[config.mk]
export PLATFORM = sky130hd
export DESIGN_NAME = mac_accum_ctrl
export DESIGN_NICKNAME = d
export VERILOG_FILES = /design/src/rtl/mac_accum_ctrl_pkg.sv /design/src/rtl/mac_accum_ctrl_mac_unit.sv /design/src/rtl/mac_accum_ctrl.sv
export SDC_FILE = /design/constraint.sdc
export NUM_CORES = 1
export LEC_CHECK = 0
export ABC_AREA = 1
export CELL_PAD_IN_SITES_DETAIL_PLACEMENT = 0
export CELL_PAD_IN_SITES_GLOBAL_PLACEMENT = 2
export CORE_ASPECT_RATIO = 0.6
export CORE_MARGIN = 2
export CORE_UTILIZATION = 35
export DETAILED_ROUTE_END_ITERATION = 10
export MAX_ROUTING_LAYER = met4
export PLACE_DENSITY = 0.95
export SYNTH_ARGS = -nofsm -noshare
export SYNTH_HDL_FRONTEND = slang
export SYNTH_SLANG_ARGS = --single-unit
export TNS_END_PERCENT = 5
[constraint.sdc]
create_clock -name clk -period 14.3 [get_ports clk]
set_input_delay 3.575 -clock clk [delete_from_list [all_inputs] [get_ports clk]]
set_output_delay 3.575 -clock clk [all_outputs]
set_load 0.01 [all_outputs]
[src/rtl/mac_accum_ctrl_pkg.sv]
// Shared definitions for the MAC accumulator controller: default operand,
// partial-sum and beat-counter widths, the FSM state encoding, and the
// signed-overflow helper used by the datapath.
package mac_accum_ctrl_pkg;

  // Default widths, shared with the array and BIST logic.
  localparam int DEF_A_WIDTH   = 8;
  localparam int DEF_W_WIDTH   = 8;
  localparam int DEF_P_WIDTH   = 32;
  localparam int DEF_CNT_WIDTH = 16;

  // Controller state encoding.
  localparam logic [0:0] ST_ACC = 1'b0;
  localparam logic [0:0] ST_OUT = 1'b1;

  // Two's-complement add overflow: both operands share a sign and the
  // result sign differs from it.
  function automatic logic add_ovf(input logic a_sign,
                                   input logic b_sign,
                                   input logic r_sign);
    return (a_sign == b_sign) && (r_sign != a_sign);
  endfunction

endpackage

[src/rtl/mac_accum_ctrl_mac_unit.sv]
// Combinational multiply-accumulate: out_sum = in_a * in_w + in_p.
// The product is computed at full signed precision, sign-extended to the
// partial-sum width, and added with wrap-around. out_ovf flags a signed
// overflow of that add.
module mac_unit
  import mac_accum_ctrl_pkg::*;
#(
  parameter int A_WIDTH = DEF_A_WIDTH,
  parameter int W_WIDTH = DEF_W_WIDTH,
  parameter int P_WIDTH = DEF_P_WIDTH
) (
  input  logic [A_WIDTH-1:0] in_a,
  input  logic [W_WIDTH-1:0] in_w,
  input  logic [P_WIDTH-1:0] in_p,
  output logic [P_WIDTH-1:0] out_sum,
  output logic               out_ovf
);

  localparam int M_WIDTH = A_WIDTH + W_WIDTH;

  logic signed [M_WIDTH-1:0] w_a_ext;
  logic signed [M_WIDTH-1:0] w_w_ext;
  logic signed [M_WIDTH-1:0] w_prod;
  logic        [P_WIDTH-1:0] w_prod_ext;
  logic        [P_WIDTH-1:0] w_sum;

  // Full-precision signed product, sign-extended, then a wrapping add.
  always_comb begin
    w_a_ext    = M_WIDTH'($signed(in_a));
    w_w_ext    = M_WIDTH'($signed(in_w));
    w_prod     = w_a_ext * w_w_ext;
    w_prod_ext = P_WIDTH'(w_prod);
    w_sum      = w_prod_ext + in_p;
  end

  // Drive results and detect signed overflow of the accumulate step.
  always_comb begin
    out_sum = w_sum;
    out_ovf = add_ovf(w_prod_ext[P_WIDTH-1], in_p[P_WIDTH-1], w_sum[P_WIDTH-1]);
  end

endmodule

[src/rtl/mac_accum_ctrl.sv]
// Dot-product accumulator controller. Accepts (activation, weight) beats in
// the ACC state, accumulates their products through a single mac_unit, and
// on the last beat presents the result in the OUT state until the consumer
// takes it. in_ready / out_valid are registered copies of the state so no
// combinational path exists from in_valid or out_ready.
module mac_accum_ctrl
  import mac_accum_ctrl_pkg::*;
#(
  parameter int A_WIDTH   = DEF_A_WIDTH,
  parameter int W_WIDTH   = DEF_W_WIDTH,
  parameter int P_WIDTH   = DEF_P_WIDTH,
  parameter int CNT_WIDTH = DEF_CNT_WIDTH
) (
  input  logic                 clk,
  input  logic                 rst,
  input  logic                 clear,
  input  logic                 in_valid,
  output logic                 in_ready,
  input  logic [A_WIDTH-1:0]   in_a,
  input  logic [W_WIDTH-1:0]   in_w,
  input  logic                 in_last,
  output logic                 out_valid,
  input  logic                 out_ready,
  output logic [P_WIDTH-1:0]   out_sum,
  output logic [CNT_WIDTH-1:0] out_count,
  output logic                 out_ovf
);

  logic [0:0]           r_state;
  logic [P_WIDTH-1:0]   r_acc;
  logic [CNT_WIDTH-1:0] r_count;
  logic                 r_ovf;
  logic                 r_in_ready;
  logic                 r_out_valid;

  logic [0:0]           w_state_nxt;
  logic [P_WIDTH-1:0]   w_acc_nxt;
  logic [CNT_WIDTH-1:0] w_count_nxt;
  logic                 w_ovf_nxt;
  logic [CNT_WIDTH-1:0] w_count_inc;
  logic [P_WIDTH-1:0]   w_mac_sum;
  logic                 w_mac_ovf;
  logic                 w_accept;
  logic                 w_consume;

  mac_unit #(
    .A_WIDTH (A_WIDTH),
    .W_WIDTH (W_WIDTH),
    .P_WIDTH (P_WIDTH)
  ) u_mac (
    .in_a    (in_a),
    .in_w    (in_w),
    .in_p    (r_acc),
    .out_sum (w_mac_sum),
    .out_ovf (w_mac_ovf)
  );

  // Handshake qualifiers and saturating beat-count increment.
  always_comb begin
    w_accept  = in_valid & r_in_ready;
    w_consume = out_ready & r_out_valid;
    if (r_count == {CNT_WIDTH{1'b1}}) begin
      w_count_inc = r_count;
    end else begin
      w_count_inc = r_count + CNT_WIDTH'(1);
    end
  end

  // Next-state logic: clear overrides everything, then beat accept in ACC
  // or result consumption in OUT.
  always_comb begin
    w_state_nxt = r_state;
    w_acc_nxt   = r_acc;
    w_count_nxt = r_count;
    w_ovf_nxt   = r_ovf;
    if (clear) begin
      w_state_nxt = ST_ACC;
      w_acc_nxt   = {P_WIDTH{1'b0}};
      w_count_nxt = {CNT_WIDTH{1'b0}};
      w_ovf_nxt   = 1'b0;
    end else begin
      case (r_state)
        ST_ACC: begin
          if (w_accept) begin
            w_acc_nxt   = w_mac_sum;
            w_count_nxt = w_count_inc;
            w_ovf_nxt   = r_ovf | w_mac_ovf;
            if (in_last) begin
              w_state_nxt = ST_OUT;
            end else begin
              w_state_nxt = ST_ACC;
            end
          end else begin
            w_state_nxt = ST_ACC;
          end
        end
        ST_OUT: begin
          if (w_consume) begin
            w_state_nxt = ST_ACC;
            w_acc_nxt   = {P_WIDTH{1'b0}};
            w_count_nxt = {CNT_WIDTH{1'b0}};
            w_ovf_nxt   = 1'b0;
          end else begin
            w_state_nxt = ST_OUT;
          end
        end
        default: begin
          w_state_nxt = ST_ACC;
          w_acc_nxt   = {P_WIDTH{1'b0}};
          w_count_nxt = {CNT_WIDTH{1'b0}};
          w_ovf_nxt   = 1'b0;
        end
      endcase
    end
  end

  // State and datapath registers; handshake flags track the next state so
  // in_ready stays low throughout reset and rises one cycle after release.
  always_ff @(posedge clk) begin
    if (rst) begin
      r_state     <= ST_ACC;
      r_acc       <= {P_WIDTH{1'b0}};
      r_count     <= {CNT_WIDTH{1'b0}};
      r_ovf       <= 1'b0;
      r_in_ready  <= 1'b0;
      r_out_valid <= 1'b0;
    end else begin
      r_state     <= w_state_nxt;
      r_acc       <= w_acc_nxt;
      r_count     <= w_count_nxt;
      r_ovf       <= w_ovf_nxt;
      r_in_ready  <= (w_state_nxt == ST_ACC);
      r_out_valid <= (w_state_nxt == ST_OUT);
    end
  end

  // Outputs come straight from registers.
  always_comb begin
    in_ready  = r_in_ready;
    out_valid = r_out_valid;
    out_sum   = r_acc;
    out_count = r_count;
    out_ovf   = r_ovf;
  end

endmodule

# --- Word-level counts from Yosys, hierarchy flattened ---
# Cells that the tools add are included.
word_totals:
  out_inout_bits: 51
  register_bits: 51
  wordCells: 38
  input_bits: 22
op_classes:
  bitwise_logic: 5
  n_mux: 15
  eq_ne: 6
  reduce_logical: 4
  mul: 1
  n_addsub: 2
op_table:
  columns: ["cell", "count"]
  rows:
  - ["32-bit 2-to-1 mux", 2]
  - ["32-bit one-hot mux with 2 select lines", 1]
  - ["16-bit 2-to-1 mux", 3]
  - ["32-bit adder", 1]
  - ["16-bit one-hot mux with 2 select lines", 1]
  - ["16-bit by 1-bit adder with 16-bit output, second input constant", 1]
  - ["16-bit == test, second input constant", 1]
  - ["8-bit by 8-bit multiplier with 16-bit output", 1]
  - ["1-bit 2-to-1 mux", 6]
  - ["2-bit inequality test, second input constant", 2]
  - ["1-bit one-hot mux with 2 select lines", 2]
  - ["3-bit AND reduction", 1]
  - ["1-bit AND", 2]
  - ["2-bit by 1-bit inequality test with 1-bit output, second input constant", 1]
  - ["1-bit NOT", 2]
  - ["2-bit AND reduction", 1]
  - ["2-bit OR reduction", 1]
  - ["1-bit == test", 1]
  - ["1-bit logical AND", 1]
  - ["1-bit inequality test", 1]
  - ["1-bit OR", 1]

# --- Logic depth before layout (Yosys ltp) ---
# Gate-level depths: netlist of the first run.
logic_depth:
  word_depth: 7
  depth_mapped: 34
  depth_no_buf: 33

# --- Hierarchy ---
# A second synthesis of the first run with hierarchy kept.
hier_totals:
  hier_cells: 1122
  area_unflattened_um2: 7126.8
modules_own_cells:
  columns: ["module", "area_each_um2", "seq_area_each_um2", "n_inst", "cells_each"]
  rows:
  - ["mac_unit", 4837.1, 0.0, 1, 782]
  - ["mac_accum_ctrl", 2289.7, 1021.0, 1, 340]

# --- Least setup slack after synthesis of the first run ---
# No wires, ideal clock.
synth_timing:
  path_kind: "input-to-reg"
  startpoint: "input port in_w[2]"
  endpoint: "register r_acc[23] (netlist: out_sum[23])"
  path_slack_ns: 5.292
  arrival_ns: 8.874
  required_time_ns: 14.166
  path_buffers: 1
  setup_time_ns: 0.134
  cell_stages: 30
  cell_sequence: "clkbuf_1 nand2_1 inv_1 fa_1 inv_1 fa_1 inv_1 fa_1 inv_1 fa_1 inv_1 ha_1 nand2_1 nor2_1 nand2_1 a21oi_1 nor2_1 nand3_1 nand2_1 ha_1 nand2_1 nor2_2 inv_2 nor2_4 inv_1 or2_1 nand3_1 nand2_1 nand3_1 a21oi_1"
synth_via:
  elab_chain_cells: 4
synth_lines:
  columns: ["item", "line_no", "rtl"]
  rows:
  - ["start, declared", "mac_accum_ctrl.sv:20", "input logic [W_WIDTH-1:0] in_w,"]
  - ["8-bit by 8-bit multiplier with 16-bit output", "mac_accum_ctrl_mac_unit.sv:31", "w_prod = w_a_ext * w_w_ext;"]
  - ["32-bit adder", "mac_accum_ctrl_mac_unit.sv:33", "w_sum = w_prod_ext + in_p;"]
  - ["32-bit 2-to-1 mux", "mac_accum_ctrl.sv:84", "if (w_accept) begin"]
  - ["32-bit one-hot mux with 2 select lines", "mac_accum_ctrl.sv:82", "case (r_state)"]
  - ["end signal, assigned", "mac_accum_ctrl.sv:122", "r_acc <= {P_WIDTH{1'b0}};"]
  - ["end signal, assigned", "mac_accum_ctrl.sv:129", "r_acc <= w_acc_nxt;"]
  - ["end, declared", "mac_accum_ctrl.sv:30", "logic [P_WIDTH-1:0] r_acc;"]
# Every way passes these cells. The select of a mux whose other input is x is not followed.
# A chain may end at the register's enable or synchronous reset.

# --- Worst setup path in the final report of the first run ---
layout_timing:
  startpoint: "input port in_a[7]"
  endpoint: "register r_acc[30] (netlist: out_sum[30])"
layout_via:
  elab_chain_cells: 4
layout_lines:
  columns: ["item", "line_no", "rtl"]
  rows:
  - ["start, declared", "mac_accum_ctrl.sv:19", "input logic [A_WIDTH-1:0] in_a,"]
  - ["8-bit by 8-bit multiplier with 16-bit output", "mac_accum_ctrl_mac_unit.sv:31", null]
  - ["32-bit adder", "mac_accum_ctrl_mac_unit.sv:33", null]
  - ["32-bit 2-to-1 mux", "mac_accum_ctrl.sv:84", null]
  - ["32-bit one-hot mux with 2 select lines", "mac_accum_ctrl.sv:82", null]
# Every way passes these cells. The select of a mux whose other input is x is not followed.

==> out/qor.csv, run 1 <==
metric;value;unit
status;completed;
path_depth;29;
grt_pass1_wl;33200;um
cp_top_family;adder cells;
drv_cap;0;
critical_path_buf_inv_count;7;
num_rows;39;
wire_per_inst;14.5;um
p_per_area;211;nW/um^2
die_x;185;um
gp_congestion;0.944;
ant_nets;0;
finalHoldViolations;0;
tightest_slew;1.08;ns
setup_slack;4.15;ns
synth.cell_area;6890;sq um
slowest_stage;fa_1;
ys_ff_latch;51;
holdWs;0.469;ns
diodes;0;
clk_pin_slew_worst_paths;0.08;ns
synth_warnings;0;
grt_overflow;0;
ctsResizeCount;0;
max_freq;98.5;MHz
syn_inst;1056;
first_global_vias;6243;
ys_seq_area_frac;0.148;
clockRootBuffer;clkbuf_16;
finalSetupViolCount;0;
fin_crit;10.15;ns
start_kind;input port;
fp.coreArea;19200;sq um
viasPerCell;4.85;
clock_path_buffers;2;
layout_common_cells;nand2_1 (253), inv_1 (223), a21oi_1 (101);
floorplan.initialDensity;0.359;
end_kind;flop;
dr_total_vias;6683;
reg2reg_depth;15;
drt_iter0_markers;533;
layout_commonest_cell;nand2_1;
die_h;113;um
p_leak;0.00401;uW
syn_to_final_growth;16.1;%
cts_setup_buffers;0;
drive_gt1_frac;0.0459;
numCtsBuffers;5;
portBuffers;72;
hold_class;reg2reg;
pre_cts_slack;3.87;ns
critPathKind;in2reg;
slew_viol_final;0;
hpwl;16900;um
required;14.48;ns
design.die.area;20900;sq um
synth_nets;1196;
nets;1250;
critPathLaunch;in_a[7];
cts.sinks;51;
max_stage_delay;0.65;ns
antenna_found_initial;0;
ctsHoldBuffers;0;
cpMostUsedCell;nand2_1;
route.detailed.drc;0;
clk_latency;0.31;ns
yosys.cell_types.count;45;
setup_tns;0;ns
ir_worst_vdd;0.115;mV
avgSynthCellArea;6.52;sq um
cts_tree;done;
fillCellCount;2062;
grt_util_all_layers;0.209;
reg2reg_to;out_sum[28];
grt_max_degree;39;
r2r-start;out_sum[0];
rsz0062_at_grt;no;
boundaryPins;73;
final.period_utilization;0.710;
htreeDepth;2;
wl;20000;um
setup.worst_path.end;out_sum[30];
crit_fanout;17;
clock_skew;0.0107;ns
dr.pass1.iters;5;
relSlewSlack;0.278;
crit_arrival;10.33;ns
rrSetupSlack;11.71;ns
area by class of cell:
class	count	area, sq um	share of cell area
inverters	232	873	0.109
flip-flops and latches	51	1020	0.128
clock inverters	3	27.5	0.00344
well taps	266	333	0.0416
repair buffers	73	728	0.0911
multi-input cells	747	4890	0.611
clock buffers	5	125	0.0156
worst reg2reg max path: cells and delay by family (launching register included):
family / cells / cell delay (ns)
buffers and inverters: 3 / 0.22
flip-flops: 1 / 0.38
AND/OR/NAND/NOR: 7 / 0.79
AO/OA/AOI/OAI: 3 / 0.57
adder cells (fa/ha/maj): 2 / 0.51
flip-flops by register name (all words and copies together) (netlist names):
name	flops
in_ready	1
out_count	16
out_ovf	1
out_sum	32
out_valid	1
worst min-delay path by stage:
stage                        from       to  depth (start not counted)
after floorplan           out_ovf  out_ovf                          2
after global placement    out_ovf  out_ovf                          2
after detailed placement  out_ovf  out_ovf                          2
after CTS                 out_ovf  out_ovf                          2
after global routing      out_ovf  out_ovf                          2
final                     out_ovf  out_ovf                          2
power breakdown:
part / switching, uW / internal, uW
clock: 63.7 / 66.7
sequential: 14.8 / 156
combinational: 939 / 450
per-layer routing:
layer,share of wire,up-vias,GRT usage
li1,-,3407,-
met1,0.57,3066,0.343
met2,0.36,197,0.264
met3,0.073,13,0.0373
met4,0.0061,0,0.0212
met5,0,-,-
cell families after synthesis:
| logic type | share of synthesized area |
|---|---|
| simple gates | 0.283 |
| compound gates | 0.133 |
| flops | 0.148 |
| xor+xnor | 0.0178 |
| buf+inv | 0.142 |
| fa+ha+maj | 0.275 |
cell usage after synthesis (all sizes together):
| library cell | n | area share |
|---|---|---|
| nand2 | 262 | 0.15 |
| buf | 6 | 0.0045 |
| o21ai | 45 | 0.035 |
| a31oi | 2 | 0.0018 |
| nor3 | 14 | 0.014 |
| nand3b | 6 | 0.0065 |
| nand4 | 11 | 0.011 |
| nand3 | 60 | 0.047 |
| dfxtp | 51 | 0.15 |
| nor2 | 86 | 0.050 |
| o21bai | 5 | 0.0055 |
| a21boi | 2 | 0.0022 |
| o22ai | 1 | 0.00091 |
| a21o | 5 | 0.0055 |
| xnor2 | 6 | 0.0076 |
| a221oi | 1 | 0.0013 |
| inv | 232 | 0.13 |
| a21oi | 103 | 0.076 |
| nor3b | 2 | 0.0029 |
| a211oi | 3 | 0.0033 |
| ha | 62 | 0.11 |
| or2 | 4 | 0.0036 |
| xor2 | 8 | 0.010 |
| clkbuf | 20 | 0.011 |
| nor4 | 1 | 0.00091 |
| fa | 56 | 0.16 |
| o211ai | 2 | 0.0022 |
stage by stage:
step / instance area (sq um) / utilization / total power [uW] / instances
after floorplan: 6890 / - / 1200 / 1056
after global placement: 7840 / 0.409 / 1560 / 1369
after detailed placement: 7840 / 0.409 / 1550 / 1369
after CTS: 8000 / 0.417 / 1690 / 1377
after global routing: 8000 / 0.417 / 1910 / 1377
final: 8000 / 0.417 / 1690 / 1377
(Power assumes the default switching activity.)
==> run 2: changes to the inputs <==
--- a/config.mk
+++ b/config.mk
@@ -10,10 +10,10 @@
 export CELL_PAD_IN_SITES_GLOBAL_PLACEMENT = 2
 export CORE_ASPECT_RATIO = 0.6
 export CORE_MARGIN = 2
-export CORE_UTILIZATION = 35
+export CORE_UTILIZATION = 32
 export DETAILED_ROUTE_END_ITERATION = 10
 export MAX_ROUTING_LAYER = met4
-export PLACE_DENSITY = 0.95
+export PLACE_DENSITY = 0.93
 export SYNTH_ARGS = -nofsm -noshare
 export SYNTH_HDL_FRONTEND = slang
 export SYNTH_SLANG_ARGS = --single-unit
==> constraint.sdc (replaced) <==
create_clock -name clk -period 10 [get_ports clk]
set_input_delay 2.5 -clock clk [delete_from_list [all_inputs] [get_ports clk]]
set_output_delay 2.5 -clock clk [all_outputs]
set_load 0.01 [all_outputs]
==> run 2 against run 1 <==
Against the previous run:
- core utilization shrank 3.6 points
- sequential share of layout area fell by 0.072 points
- combinational power increased by 45%
- global-route usage fell by 1.9 points
==> out/qor.csv, run 2 (synthesis results as in run 1) <==
metric;value;unit
htreeDepth;2;
pre_cts_slack;0.594;ns
portBuffers;72;
hold_class;reg2reg;
cts_tree;done;
grt_overflow;0;
drive_gt1_frac;0.0485;
clk_pin_slew_worst_paths;0.09;ns
multi_input_comb_area;4890;sq um
boundaryPins;73;
antenna_found_initial;0;
floorplan.initialDensity;0.327;
cts_setup_buffers;0;
p_int;974;uW
die_x;193;um
nets;1253;
largest_reg_flops;32;
clock_skew;0.0150;ns
wire_per_inst;14.7;um
ant_nets;0;
dr_total_vias;6587;
rsz0062_at_grt;no;
num_rows;41;
sw_frac_of_total;0.603;
p_comb_frac;0.819;
slew_viol_final;0;
first_global_vias;6315;
setup_slack;0.786;ns
drv_cap;0;
required;10.19;ns
dp.cells;1385;
gp_congestion;0.928;
rrSetupSlack;7.50;ns
route.detailed.drc;0;
ff_latch_area;1020;sq um
p_leak;0.00403;uW
p_clk_frac;0.081;
crit_fanout;14;
ctsHoldBuffers;0;
layout_commonest_cell;nand2_1;
layout_common_cells;nand2_1 (253), inv_1 (223), a21oi_1 (101);
ir_worst_vdd;0.121;mV
status;completed;
grt_pass1_wl;33500;um
viasPerCell;4.73;
diodes;0;
final_util;0.381;
ctsResizeCount;0;
max_freq;109;MHz
critPathKind;in2reg;
hpwl;17200;um
syn_to_final_growth;16.7;%
p_per_area;305;nW/um^2
finalSetupViolCount;0;
design.die.area;22800;sq um
end_kind;flop;
wl;20500;um
setup_tns;0;ns
fp.coreArea;21100;sq um
p_switching;1480;uW
start_kind;input port;
power;2450;uW
dr.pass1.iters;5;
clock_path_buffers;2;
crit_arrival;9.40;ns
clockRootBuffer;clkbuf_16;
numCtsBuffers;5;
final.period_utilization;0.921;
drt_iter0_markers;514;
p_seq_frac;0.100;
fin_crit;9.21;ns
finalHoldViolations;0;
max_stage_delay;0.64;ns
cpMostUsedCell;nand2_1;
relSlewSlack;0.478;
cts.sinks;51;
fillCellCount;2281;
grt_max_degree;36;
grt_util_all_layers;0.190;
instances_no_fill;1393;
slowest_stage;fa_1;
clk_latency;0.32;ns
tightest_slew;0.782;ns
die_h;118;um
## run 2: critical path, delay by kind of cell
family,cells,cell delay [ns]
compound gates,4,0.71
fa+ha+maj,6,3.16
buf+inv,7,1.14
simple gates,12,1.88
## run 2: path summary, 6_finish.rpt
| path | cells past startpoint | start | endpoint |
|---|---|---|---|
| max | 29 | in_a[7] | out_sum[30] |
| min | 2 | out_ovf | out_ovf |
| max reg2reg | 15 | out_sum[0] | out_sum[28] |
| min reg2reg | 2 | out_ovf | out_ovf |
## run 2: area by class of cell
type / instances / area share
flip-flops and latches: 51 / 0.127
multi-input cells: 747 / 0.608
repair buffers: 76 / 0.0934
well taps: 279 / 0.0434
clock inverters: 3 / 0.00420
clock buffers: 5 / 0.0156
inverters: 232 / 0.109
## run 2: metal layers
layer,routed length [um],up-vias,track usage,part of all wire
met5,0,-,-,0
met4,129,0,0.0229,0.0063
met3,1340,8,0.0364,0.065
met2,7310,168,0.239,0.36
met1,11700,3010,0.310,0.57
li1,-,3401,-,-
## run 2: power by group through the flow
| stage | Clock [uW] | Combinational, uW | Sequential [uW] |
|---|---|---|---|
| global placement | 0 | 1990 | 251 |
| floorplan | 0 | 1460 | 252 |
| CTS | 201 | 1990 | 246 |
| finish | 198 | 2010 | 246 |
| detailed placement | 0 | 1980 | 251 |
| global route | 209 | 2300 | 248 |
## run 2: through the flow
step | cell area (sq um) | hold WS [ns]
2_1_floorplan | 6890 | 0.484
6_report | 8040 | 0.466
3_5_place_dp | 7880 | 0.454
3_3_place_gp | 7880 | 0.446
4_1_cts | 8040 | 0.468
5_1_grt | 8040 | 0.496
